## config.mk

```make
export PLATFORM = sky130hd
export DESIGN_NAME = share_unmask_serial
export DESIGN_NICKNAME = d
export VERILOG_FILES = /design/src/rtl/share_unmask_serial.sv
export SDC_FILE = /design/constraint.sdc
export NUM_CORES = 1
export LEC_CHECK = 0
export BUFFER_PORTS_ARGS = -buffer_cell sky130_fd_sc_hd__buf_2
export CELL_PAD_IN_SITES_DETAIL_PLACEMENT = 2
export CELL_PAD_IN_SITES_GLOBAL_PLACEMENT = 2
export CORE_MARGIN = 4
export CORE_UTILIZATION = 36
export DETAILED_ROUTE_END_ITERATION = 16
export GPL_ROUTABILITY_DRIVEN = 0
export GPL_TIMING_DRIVEN = 0
export PLACE_DENSITY = 0.8
export SLEW_MARGIN = 20
export SYNTH_ARGS = -nofsm -noshare
export SYNTH_HDL_FRONTEND = slang
export SYNTH_SLANG_ARGS = --single-unit
```

## constraint.sdc

```tcl
create_clock -name clk -period 2.92 [get_ports clk]
set_input_delay 0.584 -clock clk [delete_from_list [all_inputs] [get_ports clk]]
set_output_delay 0.584 -clock clk [all_outputs]
set_load 0.1 [all_outputs]
```

## src/rtl/share_unmask_serial.sv

```systemverilog
// -----------------------------------------------------------------------------
// share_unmask_serial
//
// Purpose:
//   This is the recombination end of a Boolean-masked datapath. It accepts one
//   word split into (security_order+1) shares and returns the unmasked value.
//   The shares are folded into an accumulator one per clock. No combinational
//   cone ever combines all shares of a word at the same time.
//
// Ports:
//   clk        in   rising-edge clock
//   rst_n      in   asynchronous active-low reset
//   in_valid   in   in_shares holds a word
//   in_ready   out  block can capture a word (high only in IDLE)
//   in_shares  in   (security_order+1)*width bits; share i at [i*width +: width]
//   out_valid  out  out_data holds the unmasked word (high only in DONE)
//   out_ready  in   downstream accepts out_data
//   out_data   out  unmasked word; forced to zero whenever out_valid is low
//   busy       out  high in ACC or DONE
//
// Configuration:
//   SHARE_UNMASK_ZEROIZE_EN - when defined, the share registers and the
//   accumulator are cleared on the DONE->IDLE edge, so no share material
//   persists after a word is released. Port behaviour is identical either way.
// -----------------------------------------------------------------------------
module share_unmask_serial #(
    parameter int security_order = 1,
    parameter int width          = 8
) (
    input  logic                                clk,
    input  logic                                rst_n,
    input  logic                                in_valid,
    output logic                                in_ready,
    input  logic [(security_order+1)*width-1:0] in_shares,
    output logic                                out_valid,
    input  logic                                out_ready,
    output logic [width-1:0]                    out_data,
    output logic                                busy
);

    localparam int NSH   = security_order + 1;
    localparam int CNT_W = (NSH > 1) ? $clog2(NSH) : 1;

    typedef enum logic [1:0] {
        IDLE = 2'd0,
        ACC  = 2'd1,
        DONE = 2'd2
    } state_t;

    state_t             state_q, state_d;
    logic [CNT_W-1:0]   cnt_q, cnt_d;
    logic [width-1:0]   acc_q, acc_d;
    logic [width-1:0]   share_q [NSH];
    logic [width-1:0]   share_d [NSH];
    logic [width-1:0]   share_sel;

    // One-share mux. The select is the registered counter, so only the chosen
    // share reaches the XOR in any cycle.
    always_comb begin
        share_sel = '0;
        for (int i = 0; i < NSH; i++) begin
            if (cnt_q == CNT_W'(i)) begin
                share_sel = share_q[i];
            end
        end
    end

    // Next-state / datapath update.
    always_comb begin
        state_d = state_q;
        cnt_d   = cnt_q;
        acc_d   = acc_q;
        for (int i = 0; i < NSH; i++) begin
            share_d[i] = share_q[i];
        end

        case (state_q)
            IDLE: begin
                if (in_valid) begin
                    for (int i = 0; i < NSH; i++) begin
                        share_d[i] = in_shares[i*width +: width];
                    end
                    acc_d   = '0;
                    cnt_d   = '0;
                    state_d = ACC;
                end
            end

            ACC: begin
                acc_d = acc_q ^ share_sel;
                if (cnt_q == CNT_W'(security_order)) begin
                    cnt_d   = '0;
                    state_d = DONE;
                end else begin
                    cnt_d = cnt_q + CNT_W'(1);
                end
            end

            DONE: begin
                if (out_ready) begin
                    state_d = IDLE;
`ifdef SHARE_UNMASK_ZEROIZE_EN
                    // Scrub all share material on release.
                    acc_d = '0;
                    for (int i = 0; i < NSH; i++) begin
                        share_d[i] = '0;
                    end
`endif
                end
            end

            default: begin
                state_d = IDLE;
                cnt_d   = '0;
            end
        endcase
    end

    always_ff @(posedge clk or negedge rst_n) begin
        if (!rst_n) begin
            state_q <= IDLE;
            cnt_q   <= '0;
            acc_q   <= '0;
            for (int i = 0; i < NSH; i++) begin
                share_q[i] <= '0;
            end
        end else begin
            state_q <= state_d;
            cnt_q   <= cnt_d;
            acc_q   <= acc_d;
            for (int i = 0; i < NSH; i++) begin
                share_q[i] <= share_d[i];
            end
        end
    end

    assign in_ready  = (state_q == IDLE);
    assign out_valid = (state_q == DONE);
    assign busy      = (state_q == ACC) || (state_q == DONE);

    // The accumulator holds partial XOR sums while in ACC. Gating it with the
    // DONE decode keeps those sums off the port.
    assign out_data  = acc_q & {width{out_valid}};

endmodule

```

==> results of run 1 <==
==> cell usage after synthesis, drive strengths merged <==
| master | instances | area (um^2) |
|---|---|---|
| nor3 | 1 | 5.000 |
| o32a | 1 | 10.01 |
| mux2 | 18 | 202.7 |
| or3 | 8 | 50.05 |
| buf | 3 | 15.01 |
| ha | 3 | 37.54 |
| mux2i | 9 | 90.09 |
| nand2 | 1 | 3.750 |
| dfrtp | 27 | 675.7 |
| nor3b | 1 | 7.510 |
| o21ai | 8 | 40.04 |
| a21oi | 8 | 40.04 |
| inv | 2 | 7.510 |
| nor2b | 3 | 18.77 |
| nor2 | 2 | 7.510 |
| and2 | 8 | 50.05 |
==> worst max path at each step <==
| stage | from | endpoint | slack, ps |
|---|---|---|---|
| finish | state_q[0] | out_data[6] | 520 |
| global route | state_q[0] | out_data[4] | 360 |
| CTS | state_q[0] | out_data[6] | 470 |
| detailed placement | state_q[0] | out_data[6] | 850 |
| global placement | state_q[0] | out_data[6] | 920 |
| floorplan | state_q[0] | out_data[5] | 120 |
==> routing by layer <==
metal / track usage / vias to the layer above / share of wire
met5: 0 / - / 0
met4: 0.03797 / 0 / 0.0068
met3: 0.02163 / 2 / 0.023
met2: 0.2957 / 14 / 0.55
met1: 0.1718 / 481 / 0.42
li1: - / 432 / -
==> layout make-up <==
cell class,count,share of cell area
plain buffers,3,0.01003
repair buffers,30,0.1003
clock inverters,1,0.003344
flip-flops and latches,27,0.4515
multi-input cells,71,0.3763
well taps,46,0.03846
inverters,2,0.005017
clock buffers,3,0.01505
==> worst max-delay path, cell delays in order, from the launching register on <==
cell and delay [ps]:
sky130_fd_sc_hd__dfrtp_1 430, sky130_fd_sc_hd__inv_1 90, sky130_fd_sc_hd__ha_1 360, sky130_fd_sc_hd__and2_1 190
sky130_fd_sc_hd__buf_2 420
==> per-stage QoR <==
step	area, um^2	total power (uW)	hold WS, ps	util	instances
2_1_floorplan	1261	1401	288.4	-	103
3_3_place_gp	1469	1546	489.3	0.4368	179
3_5_place_dp	1469	1630	493.8	0.4368	179
4_1_cts	1496	1791	268.6	0.4449	183
5_1_grt	1496	1895	283.6	0.4449	183
6_report	1496	1761	258.0	0.4449	183
==> power groups by stage <==
stage	clock network (uW)	logic, uW	registers, uW
global route	184	1020	688
CTS	169	958	664
finish	159	942	661
floorplan	0	773	628
detailed placement	0	955	675
global placement	0	895	651
==> flip-flops by register name, summed over array words and instances (netlist names) <==
name,flops
state_q,2
cnt_q,1
acc_q,8
share_q,16
==> logic make-up (layout without fill, tap and decap cells) <==
| family | after synthesis | after routing | share of synthesized area |
|---|---|---|---|
| flip-flops | 27 | 27 | 0.5357 |
| multiplexers | 27 | 27 | 0.2321 |
| adder cells (fa/ha/maj) | 3 | 3 | 0.02977 |
| AND/OR/NAND/NOR | 24 | 24 | 0.1131 |
| AO/OA/AOI/OAI | 17 | 17 | 0.07143 |
| buffers and inverters | 5 | 39 | 0.01786 |
==> results.md, run 1 <==
Status:
- The run finished with clean final reports.

Routing:
- The wire length per cell is 16.87 um.
- The first routing iteration left 18 violations.
- The routed layout has 929 vias.
- The detail route stage leaves a number of antenna-violating nets equal to 0.
- The sum of routed wire length over all layers is 3.087 mm.
- The first TritonRoute pass finished after 2 iterations.
- The total DRC errors in the routed layout is 0.
- In the routed layout, each cell is associated on average with a via count of 5.077.

Clock tree:
- The buffer type at the clock tree root is sky130_fd_sc_hd__clkbuf_4.
- The post-cts gate resize count is 0.
- CTS built an H-tree with a depth of 1.
- After clock tree synthesis, the setup repair step added 0 buffers.
- The number of buffers added by the clock tree synthesis step is 3.
- After clock tree synthesis, the clock-pin slew on the worst setup and hold paths is 140 ps.
- At the later pin of the worst-skew pair, clock insertion delay measures 320 ps.
- For this design, the CTS-stage hold fixing added 0 buffers.
- TritonCTS built the clock tree.
- The sink count of the clock tree is 27.
- The clock passes through at most 2 buffers.

Power and ir drop:
- The share of total power consumed by net switching is 0.4647.
- The sequential cell fraction of total power is 0.375.
- Dividing total power by cell area gives a power density of 1177 mW/mm^2.
- The design internal power is 942.9 uW.
- For this design the total switching power over the nets is 818.5 uW.
- Summed over all cells, the static leakage comes to 0.0007042 uW.
- The fraction of power consumed by combinational cells is 0.535.
- The clock share of power is 0.090.
- The worst IR drop on VDD is 393.3 uV.

Die:
- The die area is 0.004515 mm^2.
- From left edge to right edge, the die measures 67.19 um.
- For this design the top-level I/O count stands at 31.
- After floorplanning, the core was divided into 21 placement rows.
- The die is 67.19 um tall.
- The area of the core is 0.003363 mm^2.
- The initial utilization of the core area, before any placement, comes to 0.3750.

Setup path:
- The worst setup path category is reg -> out.
- The data arrival at the endpoint of the critical path is 1810 ps.
- Of all nets on the critical path, the largest fanout is 11.
- The worst setup path is captured at an output pin.
- For flop-to-flop paths, the worst setup slack is 930 ps.
- The endpoint identified for the worst register-to-register timing path is acc_q[2].
- For the worst flop-to-flop path, the logic depth is 6.
- The required time of the worst setup path is 2340 ps.
- The startpoint of the lowest-slack register-to-register path is state_q[1].
- The worst setup path is launched from a flip-flop.

Synthesis:
- After technology mapping, the gate count stands at 103.
- The synthesized netlist contains 16 unique library cells.
- The number of nets in the synthesized netlist is 126.
- The area of the mapped netlist is 0.001261 mm^2.
- The average cell area after synthesis is 12.24 um^2.
- The synthesis warning total is 0.
- The sequential share of the synthesized area is 0.5357.
- Counting flops and latches in the post-synthesis netlist gives 27.

Timing:
- The top achievable clock speed is 417.4 MHz.
- The slew at the pin closest to its max-slew limit is 623.7 ps.
- Setup slack closes at 524.1 ps.
- The setup skew after layout is 4.788 ps.
- The count of final max-slew check failures is 0.
- The final hold violation count is 0.
- After routing, the total negative slack on setup checks comes to 0 ps.
- The tightest slew margin relative to the limit is 0.5842.
- Setup repair after global routing left no endpoint under its margin.
- The worst path needs 2396 ps of the cycle, external delays included.
- The number of setup violations in the final report is 0.
- Of the available clock period, the critical path in the final layout requires 0.8205.

Cells and area:
- The number of diodes added for antenna fixing is 0.
- Summing all multi-input logic gate instances after layout gives 563.0 um^2.
- After the last flow step, the layout net total stands at 161.
- The most common cell after layout, fill and taps aside is sky130_fd_sc_hd__buf_2.
- The footprint of the flip-flops and latches is 675.6 um^2.
- After filler insertion, the fill cell instance count of the layout stands at 385.
- In the layout the commonest cells are 33 x sky130_fd_sc_hd__buf_2, 27 x sky130_fd_sc_hd__dfrtp_1, 18 x sky130_fd_sc_hd__mux2_2.
- The fraction of final layout cells with drive strength greater than 1 is 0.4015.
- The area added between synthesis and finish is 18.65%.

Placed design:
- The count of buffers from port buffering is 30.
- The worst slack after detailed placement is 850.0 ps.
- The placed wire-length estimate is 2.426 mm.

Global route:
- The initial antenna violation count was 0.
- The global-route wire length before repair is 5.181 mm.
- Summed over all layers, the global routing overflow is 0.
- The total track usage is 0.1521.
- Entering global routing, the biggest net connects 28 pins.
- The via count of the first global-routing pass is 1088.

Run:
- The max-cap check violation count is 0.

Hold path:
- The worst hold-check path type is in -> async.
No activity file was read; power rests on OpenSTA's default activity.
==> inputs of run 2 (changes only) <==
--- a/config.mk
+++ b/config.mk
@@ -9,11 +9,11 @@
 export CELL_PAD_IN_SITES_DETAIL_PLACEMENT = 2
 export CELL_PAD_IN_SITES_GLOBAL_PLACEMENT = 2
 export CORE_MARGIN = 4
-export CORE_UTILIZATION = 36
+export CORE_UTILIZATION = 30
 export DETAILED_ROUTE_END_ITERATION = 16
 export GPL_ROUTABILITY_DRIVEN = 0
 export GPL_TIMING_DRIVEN = 0
-export PLACE_DENSITY = 0.8
+export PLACE_DENSITY = 0.71
 export SLEW_MARGIN = 20
 export SYNTH_ARGS = -nofsm -noshare
 export SYNTH_HDL_FRONTEND = slang
==> constraint.sdc (replaced) <==
create_clock -name clk -period 2.1 [get_ports clk]
set_input_delay 0.42 -clock clk [delete_from_list [all_inputs] [get_ports clk]]
set_output_delay 0.42 -clock clk [all_outputs]
set_load 0.1 [all_outputs]
==> run 2 against run 1 <==
Net effect:
- count of clock-buffer cells in the layout is 1 higher
- critical endpoint is now out_data[3]
- die area grew 18%
- combinational power grew 41%
- clock skew grew 1.6 ps
- critical path type unchanged
- total power is 44% higher
==> results.md, run 2 (synthesis results as in run 1) <==
Status:
- The run finished with clean final reports.

Cells and area:
- The number of nets in the layout is 161 (unchanged).
- In the layout the commonest cells are 27 x sky130_fd_sc_hd__dfrtp_1, 25 x sky130_fd_sc_hd__buf_2, 18 x sky130_fd_sc_hd__mux2_2.
- Compared with the post-synthesis result, the final layout area differs by 23.51%.
- The footprint of the flip-flops and latches came to 675.6 um^2 (unchanged).
- The final-layout fill cell count is 437 (+14%).
- The largest registers in the layout are share_q: 16 flops, acc_q: 8 flops, state_q: 2 flops.
- The library cell used most frequently in the layout, excluding fill and tap cells, is sky130_fd_sc_hd__dfrtp_1.
- Ranked by flip-flop count, first place goes to share_q.
- The area of combinational cells with multiple inputs came to 581.8 um^2 (+3.3%).
- The number of diodes added for antenna fixing is 0 (unchanged).
- The fraction of final layout cells with drive strength greater than 1 is 0.4745 (+0.07299).
- The flip-flop count of the largest register, all copies and words added was 16 (unchanged).

Routing:
- The number of vias in the routed layout is 924 (-0.54%).
- The remaining antenna violation count after routing is 0 (unchanged).
- The number of design-rule violations left by the first detailed-router iteration is 22 (+4).
- The wire length per cell is 16.35 um (-3.1%).
- The total DRC errors in the routed layout was 0 (unchanged).
- The mean number of vias per cell came to 4.941 (-2.7%).
- The number of search-and-repair iterations in the first detailed-routing pass is 4 (+2).
- The sum of routed wire length over all layers is 3.057 mm (-0.97%).

Timing:
- The worst path setup slack after routing is 136.3 ps (-387.8 ps).
- The number of setup violations in the final report was 0 (unchanged).
- The slew at the pin closest to its max-slew limit came to 617.1 ps (-6.622 ps).
- The top achievable clock speed is 509.3 MHz.
- The final hold violation count came to 0 (unchanged).
- The count of final max-slew check failures came to 0 (unchanged).
- The tightest slew margin relative to the limit is 0.5886 (+0.004415).
- The setup skew after layout is 6.420 ps (+1.632 ps).
- The final-layout setup total negative slack was 0 ps (unchanged).
- The share of the clock period used by the worst path is 0.9351.
- Setup repair after global routing left no endpoint under its margin.
- The worst path needs 1964 ps of the cycle, external delays included.

Setup path:
- The worst setup path is of the reg -> out kind.
- The worst setup path is launched from a flip-flop.
- The data arrival at the endpoint of the critical path came to 1540 ps (-270 ps).
- STA classifies the critical path endpoint as an output pin.
- The required time of the worst setup path is 1680 ps (-660 ps).
- The maximum fanout count along the critical path is 11 (unchanged).

Placed design:
- The worst slack after detailed placement is 155.9 ps (-694.1 ps).
- The placed wire-length estimate is 2.396 mm (-1.2%).
- The count of buffers from port buffering was 30 (unchanged).

Clock tree:
- The sink count of the clock tree is 27 (unchanged).
- The clock network latency to the later pin of the worst-skew pair is 280 ps (-40 ps).
- The count of hold buffers inserted by post-cts repair came to 0 (unchanged).
- The clock tree from TritonCTS is done.
- The maximum count of clock buffers along a single path is 2 (unchanged).
- The CTS H-tree depth is 1 (unchanged).
- The buffer type at the clock tree root is sky130_fd_sc_hd__clkbuf_8.
- The CTS clock-pin slew for the worst setup and hold paths is 100 ps (-40 ps).
- The number of buffers added by the clock tree synthesis step came to 3 (unchanged).

Power and ir drop:
- The total power was 2543 uW (+44%).
- The static power due to leakage came to 0.0007086 uW (+0.62%).
- The worst IR drop on VDD was 513.2 uV (+30%).
- The power density over cell area was 1633 mW/mm^2 (+39%).

Global route:
- The via count of the first global-routing pass is 1064 (-2.2%).
- The overflow left after global routing is 0 (unchanged).
- The global-route wire length before repair is 5.057 mm (-2.4%).
- The largest net degree at the start of global routing is 28 (unchanged).
- The initial antenna violation count is 0 (unchanged).
- The total track usage is 0.1265 (-0.02556).

Die:
- The horizontal die dimension is 72.84 um (+8.4%).
- The die area is 0.005306 mm^2 (+18%).
- The starting utilization of the core area came to 0.3130 (-0.06196).
- The number of cell rows is 23 (+9.5%).
- The vertical die dimension is 72.84 um (+8.4%).
- The area of the core is 0.004029 mm^2 (+20%).
- The number of primary I/O pins is 31 (unchanged).

Hold path:
- The worst hold-check path type is in -> async.

Run:
- The max-cap check violation count is 0 (unchanged).
[run 2: cell count changes in the layout (fill, tap and decap cells not counted)]
cell and delta:
sky130_fd_sc_hd__and2_2 +8, sky130_fd_sc_hd__buf_2 -8, sky130_fd_sc_hd__ha_2 +2, sky130_fd_sc_hd__mux2i_1 -1, sky130_fd_sc_hd__mux2i_2 +1, sky130_fd_sc_hd__ha_1 -2, sky130_fd_sc_hd__clkbuf_8 +3, sky130_fd_sc_hd__clkbuf_1 +1
sky130_fd_sc_hd__buf_4 +5, sky130_fd_sc_hd__and2_1 -8, sky130_fd_sc_hd__clkinv_2 -1
[run 2: timing repair]
item                                    CTS  global route
cloned                                    0             0
gates resized for setup                   5             4
buffers inserted                          0             0
endpoints found under the setup margin    5             4
[run 2: path summary, 6_finish.rpt]
path | from | endpoint | slack (ps) | cells past startpoint
max in group asynchronous | rst_n | acc_q[6] | 1550 | 1
max | state_q[0] | out_data[3] | 140 | 4
max reg2reg | state_q[1] | acc_q[2] | 280 | 6
min | rst_n | share_q[10] | 140 | 1
min in group clk | in_shares[11] | share_q[3] | 360 | 2
min reg2reg | share_q[7] | share_q[7] | 510 | 1
[run 2: layout make-up]
| cell class | instances | share of cell area |
|---|---|---|
| sequential | 27 | 0.4337 |
| multi-input combinational | 71 | 0.3735 |
| timing repair buffer | 30 | 0.1092 |
| tap | 50 | 0.04016 |
| clock buffer | 4 | 0.02892 |
| buffer | 3 | 0.009639 |
| inverter | 2 | 0.004819 |
[run 2: report_power, final]
group	switching [uW]	internal, uW
clock network	167	136
logic	833	492
registers	140	775
[run 2: routing by layer]
metal  track usage  part of all wire  wire, um  up-vias
li1              -                 -         -      432
met1        0.1459              0.42      1279      470
met2        0.2305              0.53      1619       17
met3       0.01791             0.031        94        5
met4       0.05533             0.021        63        0
met5             0                 0         0        -
[run 2: metrics by stage]
step / std cells / utilization / hold WS [ps] / cell area [um^2]
final: 187 / 0.3866 / 141.1 / 1558
after global routing: 187 / 0.3866 / 195.2 / 1558
after CTS: 187 / 0.3839 / 167.8 / 1546
after detailed placement: 183 / 0.3696 / 474.3 / 1489
after global placement: 183 / 0.3696 / 460.1 / 1489
after floorplan: 103 / - / 124.4 / 1276
[run 2: critical path, stage by stage, from the launching register on]
cell and delay, ps:
sky130_fd_sc_hd__dfrtp_1 410, sky130_fd_sc_hd__inv_1 90, sky130_fd_sc_hd__ha_2 280, sky130_fd_sc_hd__and2_2 170, sky130_fd_sc_hd__clkbuf_4 320
